### src/rtl/muldiv_seq.sv
// Iterative multiply/divide sequencer owning the HI/LO registers.
// mult/multu use a WIDTH-step shift-add loop, div/divu use a WIDTH-step
// restoring divide on operand magnitudes. A final FIX cycle applies the
// sign corrections before HI/LO are written.
module muldiv_seq #(
  parameter int WIDTH = 32
) (
  input  logic             clk,
  input  logic             reset,
  input  logic             start,
  input  logic [4:0]       op,
  input  logic [WIDTH-1:0] srca,
  input  logic [WIDTH-1:0] srcb,
  input  logic             flush,
  input  logic             mfhi,
  input  logic             mflo,
  input  logic             mthi,
  input  logic             mtlo,
  output logic [WIDTH-1:0] hi,
  output logic [WIDTH-1:0] lo,
  output logic             busy,
  output logic             stall,
  output logic             done
);

  localparam logic [4:0] OP_MULT  = 5'b10011;
  localparam logic [4:0] OP_MULTU = 5'b10101;
  localparam logic [4:0] OP_DIV   = 5'b10110;
  localparam logic [4:0] OP_DIVU  = 5'b10111;

  localparam int CW = $clog2(WIDTH + 1);

  typedef enum logic [1:0] {
    IDLE = 2'd0,
    CALC = 2'd1,
    FIX  = 2'd2
  } state_t;

  state_t state;
  state_t state_next;

  // Latched operation context
  logic             is_div;
  logic             neg_res;   // quotient / product must be negated
  logic             neg_rem;   // remainder takes the (negative) dividend sign
  logic             div0;      // divisor was zero
  logic [CW-1:0]    count;

  // Iteration registers: {acc_hi, acc_lo} is the product accumulator for
  // mult, and {remainder, quotient} for div. opnd_b is the multiplicand or
  // the divisor magnitude.
  logic [WIDTH-1:0] acc_hi;
  logic [WIDTH-1:0] acc_lo;
  logic [WIDTH-1:0] opnd_b;

  // Decode outputs
  logic             op_valid;
  logic             op_div;
  logic             op_signed;
  logic             accept;

  // Operand magnitudes at issue
  logic [WIDTH-1:0] mag_a;
  logic [WIDTH-1:0] mag_b;

  // One iteration of the loop
  logic [WIDTH:0]   mul_sum;
  logic [WIDTH:0]   rem_shift;
  logic [WIDTH:0]   rem_diff;
  logic             rem_fits;
  logic [WIDTH-1:0] step_hi;
  logic [WIDTH-1:0] step_lo;

  // Sign-corrected results written during FIX
  logic [2*WIDTH-1:0] prod;
  logic [WIDTH-1:0]   fix_hi;
  logic [WIDTH-1:0]   fix_lo;

  // Decode the alucontrol code into kind and signedness.
  // NOTE: every output of an always_comb gets a default first so no path
  // leaves a value unassigned, which would otherwise infer a latch.
  always_comb begin
    op_valid  = 1'b0;
    op_div    = 1'b0;
    op_signed = 1'b0;
    case (op)
      OP_MULT:  begin op_valid = 1'b1; op_signed = 1'b1; end
      OP_MULTU: begin op_valid = 1'b1; end
      OP_DIV:   begin op_valid = 1'b1; op_div = 1'b1; op_signed = 1'b1; end
      OP_DIVU:  begin op_valid = 1'b1; op_div = 1'b1; end
      default:  ;
    endcase
  end

  assign accept = (state == IDLE) && start && op_valid && !flush;

  // Signed ops iterate on magnitudes; the sign is restored in FIX.
  always_comb begin
    mag_a = srca;
    mag_b = srcb;
    if (op_signed && srca[WIDTH-1]) mag_a = -srca;
    if (op_signed && srcb[WIDTH-1]) mag_b = -srcb;
  end

  // Single loop step for both shift-add multiply and restoring divide.
  always_comb begin
    mul_sum   = {1'b0, acc_hi} + (acc_lo[0] ? {1'b0, opnd_b} : '0);
    rem_shift = {acc_hi, acc_lo[WIDTH-1]};
    rem_fits  = rem_shift >= {1'b0, opnd_b};
    rem_diff  = rem_shift - {1'b0, opnd_b};
    if (is_div) begin
      step_hi = rem_fits ? rem_diff[WIDTH-1:0] : rem_shift[WIDTH-1:0];
      step_lo = {acc_lo[WIDTH-2:0], rem_fits};
    end else begin
      step_hi = mul_sum[WIDTH:1];
      step_lo = {mul_sum[0], acc_lo[WIDTH-1:1]};
    end
  end

  // Sign correction of the finished magnitudes. A zero divisor makes the
  // quotient all ones; the remainder then equals |srca| and the dividend
  // sign rule hands back srca unchanged.
  always_comb begin
    prod = {acc_hi, acc_lo};
    if (neg_res) prod = -prod;
    if (is_div) begin
      fix_hi = neg_rem ? -acc_hi : acc_hi;
      if (div0)         fix_lo = '1;
      else if (neg_res) fix_lo = -acc_lo;
      else              fix_lo = acc_lo;
    end else begin
      fix_hi = prod[2*WIDTH-1:WIDTH];
      fix_lo = prod[WIDTH-1:0];
    end
  end

  // State register.
  // NOTE: sequential state is always assigned with non-blocking (<=) so all
  // flops update together at the edge regardless of statement order.
  always_ff @(posedge clk or negedge reset) begin
    if (!reset) state <= IDLE;
    else        state <= state_next;
  end

  // Next-state logic: flush aborts from any busy state.
  always_comb begin
    state_next = state;
    case (state)
      IDLE: if (accept) state_next = CALC;
      CALC: begin
        if (flush)                  state_next = IDLE;
        else if (count == CW'(1))   state_next = FIX;
      end
      FIX:     state_next = IDLE;
      default: state_next = IDLE;
    endcase
  end

  // Status outputs derived from the state.
  always_comb begin
    busy  = (state != IDLE);
    stall = busy && (start || mfhi || mflo || mthi || mtlo);
  end

  // Operand capture at issue and one loop iteration per CALC cycle.
  always_ff @(posedge clk or negedge reset) begin
    if (!reset) begin
      is_div  <= 1'b0;
      neg_res <= 1'b0;
      neg_rem <= 1'b0;
      div0    <= 1'b0;
      count   <= '0;
      acc_hi  <= '0;
      acc_lo  <= '0;
      opnd_b  <= '0;
    end else if (accept) begin
      is_div  <= op_div;
      neg_res <= op_signed && (srca[WIDTH-1] ^ srcb[WIDTH-1]);
      neg_rem <= op_signed && op_div && srca[WIDTH-1];
      div0    <= op_div && (srcb == '0);
      count   <= CW'(WIDTH);
      acc_hi  <= '0;
      acc_lo  <= op_div ? mag_a : mag_b;
      opnd_b  <= op_div ? mag_b : mag_a;
    end else if (state == CALC && !flush) begin
      count   <= count - CW'(1);
      acc_hi  <= step_hi;
      acc_lo  <= step_lo;
    end
  end

  // HI/LO update: op results at the end of FIX, mthi/mtlo only when idle.
  always_ff @(posedge clk or negedge reset) begin
    if (!reset) begin
      hi   <= '0;
      lo   <= '0;
      done <= 1'b0;
    end else begin
      done <= 1'b0;
      if (state == FIX && !flush) begin
        hi   <= fix_hi;
        lo   <= fix_lo;
        done <= 1'b1;
      end else if (state == IDLE) begin
        if (mthi) hi <= srca;
        if (mtlo) lo <= srca;
      end
    end
  end

endmodule

### config.mk
export PLATFORM = sky130hd
export DESIGN_NAME = muldiv_seq
export DESIGN_NICKNAME = d
export VERILOG_FILES = /design/src/rtl/muldiv_seq.sv
export SDC_FILE = /design/constraint.sdc
export NUM_CORES = 1
export LEC_CHECK = 0
export ABC_CLOCK_PERIOD_IN_PS = 4800
export CORE_MARGIN = 1.5
export CORE_UTILIZATION = 47
export DETAILED_ROUTE_END_ITERATION = 8
export PLACE_DENSITY = 0.68
export SLEW_MARGIN = 20
export SYNTH_ARGS = -nofsm -noshare
export SYNTH_HDL_FRONTEND = slang
export SYNTH_SLANG_ARGS = --single-unit
### constraint.sdc
create_clock -name clk -period 4.8 [get_ports clk]
set_clock_uncertainty 0.1 [all_clocks]
set_input_delay 0.48 -clock clk [delete_from_list [all_inputs] [get_ports clk]]
set_output_delay 0.48 -clock clk [all_outputs]
set_load 0.02 [all_outputs]
==> metrics.txt <==
final worst-path cycle share=0.850; total track usage=0.313; gpl congestion=0.974; number of flops mapped to enable cells by yosys=0; WL final=52100 µm; critical path endpoint category=flip-flop; vias=15200; utilization after layout=0.549; Yosys top cell area share=0.288; NumNets Final=around 2200; Clock Pin Slew Worst Setup and Hold Paths=around 80 ps; count leader, synth=nand2_1; Hold EP=opnd_b[4]$_DFFE_PN0P_; Antenna Nets Post-Route=0; CP Class=flip-flop to flip-flop; peak supply drop=~270 µV; share of cells above drive strength 1=0.0400; register area share after synthesis=0.288; drc violations=0; Synth async-reset ratio=1.00; WHS=between 300 and 400 ps; reg2reg start=acc_lo[0]$_DFFE_PN0P_; Slew Viols, Final=0; worst slew pin tran=approximately 1100 ps; H-tree Lvls=4; CP max FO=17; Synth Net Count=2096; Worst EP arrival=4310 ps; starting density of the core=0.476; clock latency at the later pin of the worst-skew pair=450 ps; Final Hold Fails=0; clk sink count=173; Multi-input gate area=0.00995 mm²; Register Area=0.00433 mm²; Core ar.=0.0316 mm²; vias in the first global route=14200; post-synthesis average cell area=about 7.7 µm²; ANT cells=0; # IOs=about 140; # port buffers=143; library cells used by synthesis=72; drt initial violations=1511; R2R cell count=12; Final TNS setup=0 ps; Die Area=~0.033 mm²; worst hold path type=flip-flop to flip-flop; synth warn=0; Setup Viol. Count Final=0; RSZ-0062 raised after global routing=false; WL/cell=21.5 µm; hold wc startpoint=opnd_b[4]$_DFFE_PN0P_; initial antenna violation count=0; r2r endpoint=acc_hi[29]$_DFFE_PN0P_; CTS Buffer Depth=2; detailed-router iteration count before antenna repair=5; Slew HR=0.270; leading area contributor after synthesis=dfrtp_1; grt ovf=0; PD cells=about 490 mW/mm²; ys flop type=dfrtp_1; row count=between 60 and 70; status=completed; Post-CTS Resized=0; CTS Buf Count=17; first-pass GRT wire length=80600 µm; Detail Placement HPWL=39300 µm; R2R Setup Slk=720 ps; fmax=245 MHz; Area Overhead vs Synth=15.3%; Avg Vias per Cell=roughly 6.3; top post-synthesis cells by count=nand2_1 (249), o21ai_0 (185), dfrtp_1 (173); Worst Path Required=5030 ps; CTS tree=built; Cell Area, Synth=0.0150 mm²; Clk Tree Root Cell=clkbuf_16; max-capacitance violation count=0; Total Power=8540 µW; Worst Hold Path Cells=2; Syn Inst Count=1947; Die Wd=182 µm; CP startpoint kind=flip-flop; minimum clock period=between 4000 and 5000 ps; largest net degree at the start of global routing=103; leakage=a little over 0.007 µW; main area contributors after synthesis=dfrtp_1 (29%), nand2_1 (6.2%), o21ai_0 (6.2%); die height=182 µm; Fillers=2990; FF+latch count, synth=173
-- how the worst max path moves through the flow --
stage,start,endpoint,slack (ps),cells after the start
CTS,acc_lo[0]$_DFFE_PN0P_,acc_hi[29]$_DFFE_PN0P_,790,12
finish,acc_lo[0]$_DFFE_PN0P_,acc_hi[29]$_DFFE_PN0P_,720,12
global placement,acc_lo[0]$_DFFE_PN0P_,acc_hi[29]$_DFFE_PN0P_,870,12
global route,acc_lo[0]$_DFFE_PN0P_,acc_hi[23]$_DFFE_PN0P_,470,12
floorplan,acc_lo[0]$_DFFE_PN0P_,acc_hi[29]$_DFFE_PN0P_,1330,14
detailed placement,acc_lo[0]$_DFFE_PN0P_,acc_hi[29]$_DFFE_PN0P_,790,12
-- logic make-up after synthesis --
family | synth area share
simple gates | 0.192
compound gates | 0.255
buf+inv | 0.0510
flops | 0.288
xor+xnor | 0.100
mux | 0.0526
fa+ha+maj | 0.0616
-- flip-flops by register name, indices dropped and copies added (netlist names), 2 cells and up --
register and count:
count 6, acc_lo 32, state 2, lo 32, opnd_b 32, hi 32
acc_hi 32
-- power breakdown --
part | internal, µW | switching, µW
clock | 734 | 659
sequential | 1810 | 610
combinational | 1920 | 2800
-- worst max-delay path, stage by stage, from the launching register on --
cell and delay, ps:
dfrtp_1 450, inv_1 370, buf_4 300, nor2_1 70, ha_1 360, and2_1 210
and3_1 170, a221o_1 340, o31ai_1 780, o31a_1 260, o21bai_1 90, xor2_1 140
a221o_1 310
-- per-layer routing --
layer,wire length [µm],vias up,GRT usage,part of all wire
met3,3390,98,0.0429,0.065
li1,-,7128,-,-
met5,0,-,0,0
met1,23000,7421,0.428,0.44
met4,1890,0,0.117,0.036
met2,23800,600,0.502,0.46
-- area by class of cell --
cell class,count,area share
clock buffers,20,0.0258
clock inverters,12,0.00664
inverters,73,0.0158
multi-input cells,1573,0.574
flip-flops and latches,173,0.250
well taps,402,0.0290
repair buffers,172,0.0987
-- stage by stage --
stage / instances / setup slack, ps / instance area (µm²)
6_report: 2425 / 719 / 17300
5_1_grt: 2425 / 473 / 17300
4_1_cts: 2423 / 785 / 17300
3_5_place_dp: 2391 / 789 / 16700
3_3_place_gp: 2391 / 874 / 16700
2_1_floorplan: 1947 / 1330 / 15000
-- timing repair --
action / CTS / global route
endpoints found under the hold margin: 0 / 45
setup buffers: 0 / 0
hold buffers: 0 / 1
-- cells in the final DEF, fill, tap and decap left out, types with 13 or more instances in the layout --
cell,netlist,final
o31ai_1,30,30
a31oi_1,24,24
nor4_1,17,17
nand4_1,15,15
clkbuf_16,0,17
nor2b_1,18,18
buf_4,0,24
ha_1,70,70
a21oi_1,171,170
clkdlybuf4s50_1,0,142
o41ai_1,13,13
mux2i_1,79,79
inv_1,71,71
and3_1,19,18
xor2_1,99,99
a22oi_1,17,17
a21o_1,22,22
xnor2_1,73,73
nor3_1,41,41
o21ai_0,185,185
nand2_1,249,249
dfrtp_1,173,172
nand3_1,37,36
nor2_1,160,158
or3_1,15,15
o211ai_1,43,43
a32oi_1,28,28
No activity file was read; power rests on OpenSTA's default activity.
